File: config.mk
export PLATFORM = sky130hd
export DESIGN_NAME = mem_stage_flat
export DESIGN_NICKNAME = d
export VERILOG_FILES = /design/src/rtl/mem_stage_pkg.sv /design/src/rtl/mem_stage_if.sv /design/src/rtl/mem_stage_load_align.sv /design/src/rtl/mem_stage.sv /design/src/flat_wrapper.sv
export SDC_FILE = /design/constraint.sdc
export NUM_CORES = 1
export LEC_CHECK = 0
export CAP_MARGIN = 25
export CORE_MARGIN = 3
export CORE_UTILIZATION = 49
export DETAILED_ROUTE_END_ITERATION = 10
export GPL_ROUTABILITY_DRIVEN = 1
export PLACE_DENSITY = 0.84
export SLEW_MARGIN = 20
export SYNTH_ARGS = -nofsm -noshare
export SYNTH_HDL_FRONTEND = slang
export SYNTH_HIERARCHICAL = 1
export SYNTH_SLANG_ARGS = --single-unit
File: constraint.sdc
create_clock -name clk -period 7.23 [get_ports clk]
set_clock_uncertainty 0.1 [all_clocks]
set_input_delay 1.0845 -clock clk [delete_from_list [all_inputs] [get_ports clk]]
set_output_delay 1.0845 -clock clk [all_outputs]
set_load 0.03 [all_outputs]
File: src/rtl/mem_stage_pkg.sv
// mem_stage_pkg: shared bus widths, load size codes and stage state encoding
package mem_stage_pkg;
    localparam int ES_TO_MS_BUS_WD = 74;
    localparam int MS_TO_WS_BUS_WD = 70;
    localparam int MS_FWD_BUS_WD   = 39;

    localparam logic [1:0] LD_B = 2'b00;
    localparam logic [1:0] LD_H = 2'b01;
    localparam logic [1:0] LD_W = 2'b10;

    typedef enum logic [1:0] {
        EMPTY = 2'd0,
        WAIT  = 2'd1,
        READY = 2'd2
    } ms_state_t;
endpackage

File: src/rtl/mem_stage_if.sv
// mem_stage_if: execute/write-back/forward/SRAM-response signals around mem_stage
// master: the stage itself (drives allowin, ws bus, forward bus)
// slave : the surrounding pipeline and data SRAM
interface mem_stage_if;
    import mem_stage_pkg::*;
    logic                       ws_allowin;
    logic                       ms_allowin;
    logic                       es_to_ms_valid;
    logic [ES_TO_MS_BUS_WD-1:0] es_to_ms_bus;
    logic                       ms_to_ws_valid;
    logic [MS_TO_WS_BUS_WD-1:0] ms_to_ws_bus;
    logic [MS_FWD_BUS_WD-1:0]   ms_fwd_bus;
    logic                       data_sram_data_ok;
    logic [31:0]                data_sram_rdata;

    modport master (
        input  ws_allowin, es_to_ms_valid, es_to_ms_bus, data_sram_data_ok, data_sram_rdata,
        output ms_allowin, ms_to_ws_valid, ms_to_ws_bus, ms_fwd_bus
    );
    modport slave (
        output ws_allowin, es_to_ms_valid, es_to_ms_bus, data_sram_data_ok, data_sram_rdata,
        input  ms_allowin, ms_to_ws_valid, ms_to_ws_bus, ms_fwd_bus
    );
endinterface

File: src/rtl/mem_stage_load_align.sv
// load_align: picks byte/half/word out of a 32-bit read word and extends it
// rdata: raw SRAM word, addr: byte offset, ld_op: {unsigned, size[1:0]}, result: extended value
module load_align
    import mem_stage_pkg::*;
(
    input  logic [31:0] rdata,
    input  logic [1:0]  addr,
    input  logic [2:0]  ld_op,
    output logic [31:0] result
);
    logic [7:0]  b;
    logic [15:0] h;
    logic        sx;

    assign b  = rdata[{addr, 3'b000} +: 8];
    assign h  = addr[1] ? rdata[31:16] : rdata[15:0];
    assign sx = ~ld_op[2];
    // size 11 is reserved and falls through to a full word
    assign result = ld_op[1:0] == LD_B ? {{24{b[7] & sx}}, b} :
                    ld_op[1:0] == LD_H ? {{16{h[15] & sx}}, h} : rdata;
endmodule

File: src/rtl/mem_stage.sv
// mem_stage: memory pipeline stage; waits for load data, aligns it, holds result for write-back
// clk/reset: clock and synchronous active-low reset
// io (master): execute handshake in, write-back handshake out, decode forward bus, SRAM response in
module mem_stage
    import mem_stage_pkg::*;
(
    input logic         clk,
    input logic         reset,
    mem_stage_if.master io
);
    ms_state_t                  state;
    logic [ES_TO_MS_BUS_WD-1:0] es_r;
    logic [31:0]                buf_r;
    logic [31:0]                aligned;
    logic [31:0]                final_result;
    logic                       ready_go;
    logic                       held;

    wire [2:0]  ld_op        = es_r[73:71];
    wire        res_from_mem = es_r[70];
    wire        gr_we        = es_r[69];
    wire [4:0]  dest         = es_r[68:64];
    wire [31:0] alu_result   = es_r[63:32];
    wire [31:0] pc           = es_r[31:0];

    assign held     = state != EMPTY;
    assign ready_go = state == READY || (state == WAIT && io.data_sram_data_ok);

    // In WAIT the response goes straight to the aligner; in READY the buffered copy is used
    load_align u_align (
        .rdata  (state == WAIT ? io.data_sram_rdata : buf_r),
        .addr   (alu_result[1:0]),
        .ld_op  (ld_op),
        .result (aligned)
    );

    assign final_result      = res_from_mem ? aligned : alu_result;
    assign io.ms_allowin     = !held || (ready_go && io.ws_allowin);
    assign io.ms_to_ws_valid = ready_go;
    assign io.ms_to_ws_bus   = {gr_we, dest, final_result, pc};
    // dest/result are zeroed when nothing useful is held so the bus reads all-zero when empty
    assign io.ms_fwd_bus     = {held && gr_we,
                                state == WAIT && !io.data_sram_data_ok,
                                held ? dest : 5'd0,
                                ready_go ? final_result : 32'd0};

    always_ff @(posedge clk) begin
        if (!reset) begin
            state <= EMPTY;
            buf_r <= '0;
        end else begin
            if (state == WAIT && io.data_sram_data_ok && !io.ws_allowin)
                buf_r <= io.data_sram_rdata;
            if (io.es_to_ms_valid && io.ms_allowin) begin
                es_r  <= io.es_to_ms_bus;
                state <= io.es_to_ms_bus[70] ? WAIT : READY;
            end else if (ready_go && io.ws_allowin)
                state <= EMPTY;
            else if (state == WAIT && io.data_sram_data_ok)
                state <= READY;
        end
    end
endmodule

File: src/flat_wrapper.sv
// flat-port wrapper written by rule: the top's interface ports become plain ports
module mem_stage_flat import mem_stage_pkg::*;
  (clk, reset, io_ws_allowin, io_es_to_ms_valid, io_es_to_ms_bus, io_data_sram_data_ok, io_data_sram_rdata, io_ms_allowin, io_ms_to_ws_valid, io_ms_to_ws_bus, io_ms_fwd_bus);
  mem_stage_if io_i ();
  input logic clk;
  input logic reset;
  input wire logic [$bits(io_i.ws_allowin)-1:0] io_ws_allowin;
  input wire logic [$bits(io_i.es_to_ms_valid)-1:0] io_es_to_ms_valid;
  input wire logic [$bits(io_i.es_to_ms_bus)-1:0] io_es_to_ms_bus;
  input wire logic [$bits(io_i.data_sram_data_ok)-1:0] io_data_sram_data_ok;
  input wire logic [$bits(io_i.data_sram_rdata)-1:0] io_data_sram_rdata;
  output wire logic [$bits(io_i.ms_allowin)-1:0] io_ms_allowin;
  output wire logic [$bits(io_i.ms_to_ws_valid)-1:0] io_ms_to_ws_valid;
  output wire logic [$bits(io_i.ms_to_ws_bus)-1:0] io_ms_to_ws_bus;
  output wire logic [$bits(io_i.ms_fwd_bus)-1:0] io_ms_fwd_bus;
  assign io_i.ws_allowin = io_ws_allowin;
  assign io_i.es_to_ms_valid = io_es_to_ms_valid;
  assign io_i.es_to_ms_bus = io_es_to_ms_bus;
  assign io_i.data_sram_data_ok = io_data_sram_data_ok;
  assign io_i.data_sram_rdata = io_data_sram_rdata;
  assign io_ms_allowin = io_i.ms_allowin;
  assign io_ms_to_ws_valid = io_i.ms_to_ws_valid;
  assign io_ms_to_ws_bus = io_i.ms_to_ws_bus;
  assign io_ms_fwd_bus = io_i.ms_fwd_bus;
  mem_stage u_core (.clk(clk), .reset(reset), .io(io_i));
endmodule
# Word-level counts from Yosys, hierarchy flattened
# Cells that the tools add are included.
# W data, S select, Z words.
[totals] regBits=108
[classes] n_eq_ne=3 reduce_logical=15 bitwise=3 n_mux=11 n_shift=1
[op_table] operator="$mux W32" n=5
[op_table] operator="$shiftx A32 B6 Y8" n=1
[op_table] operator="$mux W16" n=1
[op_table] operator="$mux W2" n=4
[op_table] operator="$logic_and A1 B1 Y1" n=6
[op_table] operator="$mux W5" n=1
[op_table] operator="$eq A2 B1 Y1 const B" n=2
[op_table] operator="$logic_not A1 Y1" n=3
[op_table] operator="$reduce_bool A3 Y1" n=1
[op_table] operator="$and A1 B1 Y1" n=2
[op_table] operator="$eq A2 B2 Y1 const B" n=1
[op_table] operator="$logic_not A2 Y1" n=1
[op_table] operator="$logic_or A1 B1 Y1" n=2
[op_table] operator="$reduce_and A2 Y1" n=1
[op_table] operator="$reduce_bool A2 Y1" n=1
[op_table] operator="$not A1 Y1" n=1

# Depth between registers and ports, before layout
# Gate-level depths: netlist (run 1).
[depth] ltp_word=8 depth_mapped=12

# Cells and area by module
# The synthesis (run 1) kept the hierarchy.
[modules_own_cells] module="mem_stage" cells_each=463 area_each_um2=5113.7 n_inst=1
[modules_own_cells] module="load_align" cells_each=135 area_each_um2=1017.2 n_inst=1

# Worst setup path before layout (run 1)
# No wires, ideal clock.
[synth_timing] kind="input to register" start="input io_ws_allowin" end="register u_core.es_r[0], enable pin" stages=3 t_arrival_ps=3838 slack_ps=2851 path_buffers=0 path_cell_list="a21boi_0 -> o21ai_0 -> and3_1"
[synth_via] elab_chain_len=4
[synth_lines] element="start, declared" line="flat_wrapper.sv:7" source="input wire logic [$bits(io_i.ws_allowin)-1:0] io_ws_allowin;"
[synth_lines] element="$logic_and A1 B1 Y1" line="mem_stage.sv:38" source="assign io.ms_allowin = !held || (ready_go && io.ws_allowin);"
[synth_lines] element="$logic_or A1 B1 Y1" line="mem_stage.sv:38"
[synth_lines] element="net io_ms_allowin" line="flat_wrapper.sv:12" source="output wire logic [$bits(io_i.ms_allowin)-1:0] io_ms_allowin;"
[synth_lines] element="$logic_and A1 B1 Y1" line="mem_stage.sv:54" source="if (io.es_to_ms_valid && io.ms_allowin) begin"
[synth_lines] element="$reduce_and A2 Y1 (no line)"
[synth_lines] element="end signal, assigned" line="mem_stage.sv:55" source="es_r <= io.es_to_ms_bus;"
[synth_lines] element="end, declared" line="mem_stage.sv:12" source="logic [ES_TO_MS_BUS_WD-1:0] es_r;"
# The timed path passes the listed nets, and every way through them passes these cells.
# A chain may end at the register's enable or synchronous reset.

# Final worst setup path (run 1)
[layout_timing] start="input io_data_sram_rdata[31]" end="output io_ms_fwd_bus[17]"
[layout_via] elab_chain_len=7
[layout_lines] element="start, declared" line="flat_wrapper.sv:11" source="input wire logic [$bits(io_i.data_sram_rdata)-1:0] io_data_sram_rdata;"
[layout_lines] element="$mux W32 *" line="mem_stage.sv:31" source=".rdata (state == WAIT ? io.data_sram_rdata : buf_r),"
[layout_lines] element="parallel branches: the longest is 3 deep, another holds $shiftx A32 B6 Y8"
[layout_lines] element="$mux W32 *" line="mem_stage_load_align.sv:19" source="assign result = ld_op[1:0] == LD_B ? {{24{b[7] & sx}}, b} :"
[layout_lines] element="net u_core.aligned[17]" line="mem_stage.sv:14" source="logic [31:0] aligned;"
[layout_lines] element="$mux W32 *" line="mem_stage.sv:37" source="assign final_result = res_from_mem ? aligned : alu_result;"
[layout_lines] element="$mux W32 *" line="mem_stage.sv:45" source="ready_go ? final_result : 32'd0};"
[layout_lines] element="end, declared" line="flat_wrapper.sv:15" source="output wire logic [$bits(io_i.ms_fwd_bus)-1:0] io_ms_fwd_bus;"
# Mark *: on every way through the listed nets, which the timed path passes.

==> summary.txt, run 1 <==
Run status
  • Status: completed

Timing
  • Peak Freq: 195.8 MHz
  • Worst slew pin tran: 1008 ps
  • Slew headroom: 32.82%
  • Final setup fails: 0
  • Tcrit/Tclk final: 70.66%
  • RSZ-0062 raised after global routing: false
  • Setup TNS: 0 ps
  • Final Max Tran Viols: 0
  • Period minus WS final: 5108 ps
  • Worst hold slack: 366.0 ps
  • Hold Vio Cnt, Final: 0

Power and ir drop
  • Total internal power: 0.001129 W
  • Combinational power share: 27.5%
  • Sw Pwr: 0.0004889 W
  • Worst VDD drop: 0.1500 mV
  • P_leak: 3.055 nW
  • Reg power frac: 43.6%
  • Switching Fraction: 30.21%
  • Clk pwr share: 28.9%
  • Final Total Pwr: 0.001618 W
  • PwrDens: 194.4 nW/um^2

Route
  • Routed vias: 4892
  • Via density: 5.272
  • DRT Wirelength: 16650 um
  • Max Used Layer: met4
  • Routed wire per std cell: 17.94 um
  • First drt pass iteration count: 5
  • Wl on met1: 6494 um
  • Antenna-violating nets left: 0
  • Metal3 WL: 1240 um
  • DR iter-0 viols: 290
  • WL met2: 8398 um
  • DRC Markers: 0

Clock network
  • H-tree Lvls: 3
  • CTS Hold Bufs: 0
  • Worst-Skew Late Latency: 350 ps
  • Longest Clk Path Bufs: 2
  • Clock slew at reported path FFs: 70 ps
  • Number of buffers created by CTS: 9
  • Setup bufs post-CTS: 0
  • Clock sink count: 108
  • Clk Tree Root Cell: clkbuf_16
  • CTS tree: yes
  • Post-cts sizing count: 0

Place
  • Routability Congestion: 0.8207
  • Port-buffer cells: 221
  • Placed cells: 912
  • Hpwl dp: 12360 um

Logic synthesis
  • Yosys top cell area share: 36.24%
  • Synth unique cells: 39
  • Syn. warnings: 6
  • Area leader, netlist: edfxtp_1
  • Largest cells by area after synthesis: edfxtp_1 (36%), dfxtp_1 (11%), nand2_1 (10%)
  • Syn_nets: 709
  • Post-synth EDFFs: 74
  • Post-Syn Area per Cell: 10.25 um^2
  • Gate Count Post-Synth: 598
  • Post-Syn Area: 6131 um^2
  • Sequential area share after synthesis: 47.35%
  • Synth async-reset ratio: 0%
  • Dominant synthesized flop cell: edfxtp_1
  • Yosys reg bits: 108

Cells and area
  • Layout cells sized above 1: 13.68%
  • Layout net count: 866
  • # diodes: 0
  • Commonest non-fill, non-tap cell in the layout: clkdlybuf4s50_1
  • Commonest non-fill, non-tap cells in the layout: clkdlybuf4s50_1 (220), nand2_1 (171), edfxtp_1 (74)
  • Area delta synth->final: 35.80%
  • Non-filler cells, final: 928

GRT
  • Tot GR Track Use: 23.74%
  • Largest net degree at the start of global routing: 75
  • Total grt overflow: 0
  • First-pass GRT wire length: 26170 um
  • Vias in the first global route: 4947
  • Initial antenna violation count: 0

Setup path
  • Critical Path Fanout Max: 16
  • Crit Path Category: in -> out
  • CP arrival: 3920 ps
  • Crit end category: primary output
  • Startpoint Class: input port
  • CP required: 6050 ps

Floorplan
  • Cell Rows: 40
  • Core Footprint: 12110 um^2
  • Io pins: 222
  • Die W: 117.9 um
  • Die height: 117.9 um
  • Initial Util: 50.62%
  • Die area: 13890 um^2

Worst hold path
  • Worst hold path type: reg -> reg

Flow run
  • Max cap viols: 0
==> flip-flops by register name, indices dropped and copies added, names as in the netlist <==
register      cells
u_core/es_r      74
u_core/state      2
u_core/buf_r     32
==> cells in the mapped netlist, types with 2 or more instances <==
| cell type | n |
|---|---|
| buf_12 | 3 |
| o21ai_2 | 12 |
| mux2_2 | 32 |
| and3b_1 | 8 |
| clkbuf_1 | 12 |
| nor2_1 | 11 |
| buf_4 | 42 |
| nand2b_1 | 3 |
| dfxtp_1 | 34 |
| mux4_1 | 7 |
| inv_1 | 4 |
| buf_2 | 19 |
| o21ai_0 | 16 |
| o22ai_1 | 7 |
| a21boi_2 | 30 |
| buf_8 | 2 |
| a211oi_1 | 8 |
| buf_6 | 3 |
| edfxtp_1 | 74 |
| nand3_1 | 9 |
| a21oi_1 | 2 |
| nand2_1 | 171 |
| a21boi_0 | 3 |
| nor2b_1 | 71 |
==> final cells by class <==
cell class	instances	area [um^2]
fill	922	3786
sequential	108	2903
multi-input combinational	404	2641
timing repair buffer	228	2280
clock buffer	10	229.0
tap	168	210.2
clock inverter	6	47.55
inverter	4	15.01
==> layer usage <==
metal  vias to the layer above  global-route usage [%]
met3                        38                   6.247
met4                         0                   9.890
li1                       2314                       -
met5                         -                       0
met1                      2313                   28.36
met2                       227                   40.60
==> power groups by stage <==
stage	logic, W	clock network [W]	registers [W]
2_1_floorplan	0.000272	0	0.000714
3_3_place_gp	0.000434	0	0.000718
3_5_place_dp	0.000445	0	0.000720
4_1_cts	0.000446	0.000479	0.000706
5_1_grt	0.000470	0.000503	0.000709
6_report	0.000444	0.000467	0.000706
==> through the flow <==
step	worst slack, ps	utilization, %	cell area [um^2]
after floorplan	2851	-	6131
after global placement	2215	66.23	8021
after detailed placement	2112	66.46	8049
after CTS	1880	68.74	8325
after global routing	1907	68.74	8325
final	2122	68.74	8325
==> kinds of logic (layout without fill, tap and decap cells) <==
group	Yosys count	count (layout)	synth area share [%]
compound gates	82	82	11.61
buf+inv	86	248	9.775
flops	108	108	47.35
mux	42	42	9.592
simple gates	280	280	21.67
==> worst max-delay path, cell delays in order <==
cell and delay [ps]:
clkdlybuf4s50_1 470, nand2_1 80, nand2_1 90, mux2_2 300, a31oi_4 580, o21ai_0 230, mux2_2 320, nor2b_1 130
clkdlybuf4s50_1 630
==> final timing paths <==
kind | start | to | slack (ps) | depth (start not counted)
max | io_data_sram_rdata[31] | io_ms_fwd_bus[17] | 2120 | 9
min | u_core/buf_r[9]$_SDFFE_PN0P_ | u_core/buf_r[9]$_SDFFE_PN0P_ | 370 | 2
max reg2reg | u_core/state[0]$_SDFFE_PN0P_ | u_core/es_r[59]$_DFFE_PP_ | 4870 | 3
min reg2reg | u_core/buf_r[9]$_SDFFE_PN0P_ | u_core/buf_r[9]$_SDFFE_PN0P_ | 370 | 2
No activity file was read; power rests on OpenSTA's default activity.
==> run 2: changes to the inputs <==
--- a/config.mk
+++ b/config.mk
@@ -7,10 +7,10 @@
 export LEC_CHECK = 0
 export CAP_MARGIN = 25
 export CORE_MARGIN = 3
-export CORE_UTILIZATION = 49
+export CORE_UTILIZATION = 41
 export DETAILED_ROUTE_END_ITERATION = 10
 export GPL_ROUTABILITY_DRIVEN = 1
-export PLACE_DENSITY = 0.84
+export PLACE_DENSITY = 0.74
 export SLEW_MARGIN = 20
 export SYNTH_ARGS = -nofsm -noshare
 export SYNTH_HDL_FRONTEND = slang
==> constraint.sdc (replaced) <==
create_clock -name clk -period 4.3 [get_ports clk]
set_clock_uncertainty 0.1 [all_clocks]
set_input_delay 0.645 -clock clk [delete_from_list [all_inputs] [get_ports clk]]
set_output_delay 0.645 -clock clk [all_outputs]
set_load 0.03 [all_outputs]
==> summary.txt, run 2 (synthesis results as in run 1) <==
Route
  • DRC Markers: 0
  • Wl on met1: 6997 um
  • Routed vias: 4865
  • Max Used Layer: met5
  • Antenna-violating nets left: 0
  • DR iter-0 viols: 230
  • DRT Wirelength: 17020 um
  • Routed wire per std cell: 17.84 um
  • Metal3 WL: 1310 um
  • Via density: 5.100
  • WL met2: 8536 um
  • First drt pass iteration count: 4

Clock network
  • Longest Clk Path Bufs: 2
  • Clock sink count: 108
  • Number of buffers created by CTS: 9
  • Worst-Skew Late Latency: 350 ps
  • CTS tree: yes
  • Setup bufs post-CTS: 0
  • H-tree Lvls: 3
  • Clock slew at reported path FFs: 70 ps
  • Clk Tree Root Cell: clkbuf_16

Timing
  • Final setup fails: 0
  • Min setup slack post-route: 156.7 ps
  • Worst slew pin tran: 652.8 ps
  • Tcrit/Tclk final: 96.36%
  • Peak Freq: 241.4 MHz
  • Setup TNS: 0 ps
  • Period minus WS final: 4143 ps
  • Slew headroom: 56.48%
  • RSZ-0062 raised after global routing: false
  • Final Max Tran Viols: 0
  • Hold Vio Cnt, Final: 0

Setup path
  • Crit Path Category: reg -> out
  • Critical Path Fanout Max: 14
  • Reg2reg start: u_core/state[0]$_SDFFE_PN0P_
  • R2R cell count: 4
  • Worst Setup SP: u_core/state[1]$_SDFFE_PN0P_
  • Startpoint Class: flip-flop
  • Crit end category: primary output
  • CP required: 3560 ps
  • CP endpoint: io_ms_fwd_bus[6]
  • CP arrival: 3400 ps
  • R2R setup slack: 2120 ps
  • Reg2reg end: u_core/es_r[71]$_DFFE_PP_

Cells and area
  • Commonest non-fill, non-tap cell in the layout: clkdlybuf4s50_1
  • # diodes: 0
  • Multi-input gate area: 2661 um^2
  • Number of flip-flops in the largest register: 74
  • Area delta synth->final: 38.29%
  • Largest regs: u_core/es_r (74), u_core/buf_r (32), u_core/state (2)
  • Layout cells sized above 1: 15.19%
  • Largest Register: u_core/es_r
  • Reg area: 2904 um^2
  • Layout net count: 876
  • Commonest non-fill, non-tap cells in the layout: clkdlybuf4s50_1 (220), nand2_1 (171), edfxtp_1 (74)
  • Fill cells: 1204

Place
  • Dpl ws: 135.1 ps
  • Hpwl dp: 12800 um
  • Port-buffer cells: 221
  • Routability Congestion: 0.8209

Power and ir drop
  • Worst VDD drop: 0.2514 mV
  • PwrDens: 330.7 nW/um^2
  • P_leak: 3.131 nW

GRT
  • Largest net degree at the start of global routing: 42
  • First-pass GRT wire length: 25830 um
  • Total grt overflow: 0
  • Tot GR Track Use: 20.38%
  • Initial antenna violation count: 1
  • Vias in the first global route: 4849

Floorplan
  • Initial Util: 42.02%
  • Die height: 128.3 um
  • Core Footprint: 14590 um^2
  • Io pins: 222
  • Cell Rows: 44
  • Die W: 128.3 um
  • Die area: 16460 um^2

Worst hold path
  • Worst hold path type: reg -> reg

Run status
  • Status: completed

Flow run
  • Max cap viols: 0
## run 2: layout make-up
type | instances | area share (%)
multi-input combinational | 405 | 31.39
sequential | 108 | 34.25
inverter | 4 | 0.1771
clock inverter | 7 | 0.9888
clock buffer | 9 | 2.656
timing repair buffer | 237 | 27.82
tap | 184 | 2.715
## run 2: metal layers
layer / global-route usage (%) / vias to the layer above
met3: 6.458 / 15
met1: 25.65 / 2332
met4: 5.181 / 2
met2: 34.05 / 186
met5: 0 / -
li1: - / 2330
## run 2: worst min-delay path by stage
stage                                   from                       endpoint  slack [ps]  cells past startpoint
2_1_floorplan   u_core/buf_r[0]$_SDFFE_PN0P_   u_core/buf_r[0]$_SDFFE_PN0P_         340                      2
6_report        u_core/buf_r[1]$_SDFFE_PN0P_   u_core/buf_r[1]$_SDFFE_PN0P_         360                      2
3_5_place_dp    u_core/buf_r[0]$_SDFFE_PN0P_   u_core/buf_r[0]$_SDFFE_PN0P_         360                      2
3_3_place_gp   u_core/buf_r[30]$_SDFFE_PN0P_  u_core/buf_r[30]$_SDFFE_PN0P_         350                      2
4_1_cts         u_core/buf_r[0]$_SDFFE_PN0P_   u_core/buf_r[0]$_SDFFE_PN0P_         370                      2
5_1_grt        u_core/buf_r[29]$_SDFFE_PN0P_  u_core/buf_r[29]$_SDFFE_PN0P_         380                      2
## run 2: stage by stage
stage          hold WS, ps  power, W  utilization, %  instance area [um^2]  cells
6_report             362.6  0.002804           58.11                  8478    954
5_1_grt              381.5  0.002925           58.11                  8478    954
4_1_cts              365.6  0.002834           57.93                  8452    953
3_5_place_dp         356.3  0.001970           55.77                  8137    937
3_3_place_gp         351.9  0.001957           55.67                  8122    936
2_1_floorplan        343.7  0.001657               -                  6131    598
## run 2: critical path: stages, from the launching register on
cell and delay, ps:
dfxtp_1 490, nand2b_2 330, buf_4 240, nand2_1 70, nand2_1 140, mux4_1 270
nor2_1 50, a211oi_1 370, mux2_2 270, nor2b_1 120, clkdlybuf4s50_1 690
## run 2: timing repair
item	in CTS	in global routing
hold buffers	0	0
resized for setup	2	4
setup endpoints to repair	1	24
cloned	0	1
## run 2: power breakdown
part | switching [W] | internal (W)
logic | 0.000414 | 0.000345
clock network | 0.000394 | 0.000461
registers | 0.0000258 | 0.00116
total | 0.000834 | 0.00197
==> run 3: changes to the inputs <==
--- a/config.mk
+++ b/config.mk
@@ -7,10 +7,11 @@
 export LEC_CHECK = 0
 export CAP_MARGIN = 25
 export CORE_MARGIN = 3
-export CORE_UTILIZATION = 41
+export CORE_UTILIZATION = 46
 export DETAILED_ROUTE_END_ITERATION = 10
 export GPL_ROUTABILITY_DRIVEN = 1
-export PLACE_DENSITY = 0.74
+export GPL_TIMING_DRIVEN = 0
+export PLACE_DENSITY = 0.79
 export SLEW_MARGIN = 20
 export SYNTH_ARGS = -nofsm -noshare
 export SYNTH_HDL_FRONTEND = slang
==> constraint.sdc (replaced) <==
create_clock -name clk -period 4.1 [get_ports clk]
set_clock_uncertainty 0.1 [all_clocks]
set_input_delay 0.615 -clock clk [delete_from_list [all_inputs] [get_ports clk]]
set_output_delay 0.615 -clock clk [all_outputs]
set_load 0.03 [all_outputs]
==> summary.txt, run 3 (synthesis results as in run 1) <==
Cells and area
  • Core Util, Final: 69.60%
  • Layout net count: 942
  • # diodes: 0
  • Largest regs: u_core/es_r (74), u_core/buf_r (32), u_core/state (2)
  • Area delta synth->final: 45.59%
  • Largest Register: u_core/es_r
  • Commonest non-fill, non-tap cell in the layout: nand2_1
  • Number of flip-flops in the largest register: 74
  • Layout cells sized above 1: 20.10%
  • Commonest non-fill, non-tap cells in the layout: nand2_1 (171), clkdlybuf4s50_1 (168), edfxtp_1 (74)

Setup path
  • CP arrival: 3240 ps
  • Slowest-stage cell, CP: clkdlybuf4s50_1
  • Critical path depth: 11
  • R2R cell count: 5
  • CP Cell Sequence: buf_4, nor2b_1, buf_2, buf_2, nand2_1, nand2_1, mux4_1, nor2_1, a211oi_1, mux2_2, clkdlybuf4s50_1
  • Crit Path Category: reg -> out
  • CP required: 3380 ps
  • Critical Path Fanout Max: 10
  • Largest delay share family, worst path: buffers and inverters
  • Buffers and inverters on the worst path: 4
  • Startpoint Class: flip-flop
  • Crit end category: primary output
  • CP max stage delay: 680 ps

Clock network
  • Worst-Skew Late Latency: 350 ps
  • CTS Hold Bufs: 0
  • CTS tree: yes
  • H-tree Lvls: 3
  • Clock slew at reported path FFs: 70 ps
  • Setup bufs post-CTS: 0
  • Clock sink count: 108
  • Clk Tree Root Cell: clkbuf_16
  • Longest Clk Path Bufs: 2
  • Number of buffers created by CTS: 9

Flow run
  • Max cap viols: 0

Route
  • DRT Wirelength: 17630 um
  • First drt pass iteration count: 4
  • DR iter-0 viols: 283
  • DRC Markers: 0
  • Via density: 5.134
  • Routed wire per std cell: 17.49 um
  • Routed vias: 5175
  • Antenna-violating nets left: 0

Timing
  • Period minus WS final: 3955 ps
  • RSZ-0062 raised after global routing: false
  • Hold Vio Cnt, Final: 0
  • Final Max Tran Viols: 0
  • Peak Freq: 252.8 MHz
  • Slew headroom: 65.63%
  • Final setup fails: 0
  • Worst slew pin tran: 515.5 ps
  • Tcrit/Tclk final: 96.47%

Place
  • Routability Congestion: 0.8682
  • Hpwl dp: 13400 um
  • Port-buffer cells: 221

GRT
  • M2 GR Usage: 39.86%
  • Largest net degree at the start of global routing: 59
  • Tot GR Track Use: 23.27%
  • Vias in the first global route: 5309
  • Total grt overflow: 0
  • Met3 usage: 6.993%
  • First-pass GRT wire length: 26760 um
  • Initial antenna violation count: 0
  • Met1 usage: 28.00%
  • GRT busiest layer: met2

Run status
  • Status: completed

Floorplan
  • Die area: 14750 um^2
  • Core Footprint: 12820 um^2
  • Cell Rows: 41
  • Initial Util: 47.80%
  • Io pins: 222
  • Die W: 121.4 um
  • Die height: 121.4 um

Power and ir drop
  • PwrDens: 323.1 nW/um^2
  • P_leak: 3.902 nW
  • Worst VDD drop: 0.2422 mV
  • Final Total Pwr: 0.002884 W

Worst hold path
  • WHS Path Cells: 2
  • Worst hold path type: reg -> reg
-- run 3: changes by cell type in the layout (fill, tap and decap cells not counted), moves of 2 or more --
cell,previous run,this run
buf_2,0,19
clkinv_4,3,1
buf_6,1,3
buf_4,13,42
clkdlybuf4s50_1,220,168
clkbuf_1,0,13
buf_12,1,3
dlygate4sd2_1,0,18
dlymetal6s2s_1,1,33
clkbuf_2,0,2
-- run 3: worst paths after layout --
check                                 endpoint  slack [ps]                         start
setup / recovery           io_ms_to_ws_bus[35]         140  u_core/state[1]$_SDFFE_PN0P_
hold / removal    u_core/buf_r[9]$_SDFFE_PN0P_         370  u_core/buf_r[9]$_SDFFE_PN0P_
setup reg to reg     u_core/es_r[62]$_DFFE_PP_        2010  u_core/state[0]$_SDFFE_PN0P_
hold reg to reg   u_core/buf_r[9]$_SDFFE_PN0P_         370  u_core/buf_r[9]$_SDFFE_PN0P_
-- run 3: power by group --
group          internal [W]  switching [W]  total, W
clock network      0.000413       0.000401  0.000814
registers           0.00122      0.0000157   0.00124
logic              0.000378       0.000456  0.000834
-- run 3: layout make-up --
type / instances / area (um^2)
Tap cell: 172 / 215.2
Inverter: 4 / 15.01
Multi-Input combinational cell: 404 / 2644
Sequential cell: 108 / 2903
Clock buffer: 10 / 229.0
Timing Repair Buffer: 222 / 2295
Fill cell: 977 / 3899
Clock inverter: 6 / 41.29
Buffer: 82 / 584.3
-- run 3: metal layers --
layer / part of all wire, % / vias up / wire length [um]
li1: - / 2457 / -
met1: 39 / 2474 / 6876
met2: 50 / 220 / 8841
met3: 9.0 / 24 / 1582
met4: 1.8 / 0 / 326
met5: 0 / - / 0
-- run 3: repair_timing --
action | 4_1_cts | 5_1_grt
resized for setup | 21 | 37
setup endpoints to repair | 21 | 35
hold endpoints to repair | 0 | 0
gates cloned | 0 | 0
-- run 3: worst reg2reg max path: cells and delay by family (launching register included) --
kind	cells	cell delay (ps)
compound gates	2	420
simple gates	1	420
buf+inv	2	480
flops	1	310
-- run 3: through the flow --
| step | hold WS, ps | cell area [um^2] | worst slack, ps | setup TNS [ps] | cells |
|---|---|---|---|---|---|
| global placement | 352.9 | 8558 | -611.8 | -44520 | 991 |
| CTS | 367.4 | 8841 | 9.926 | 0 | 1008 |
| detailed placement | 356.8 | 8591 | 167.9 | 0 | 992 |
| floorplan | 343.7 | 6131 | 190.2 | 0 | 598 |
| global route | 384.9 | 8926 | 6.372 | 0 | 1008 |
| finish | 365.0 | 8926 | 144.7 | 0 | 1008 |
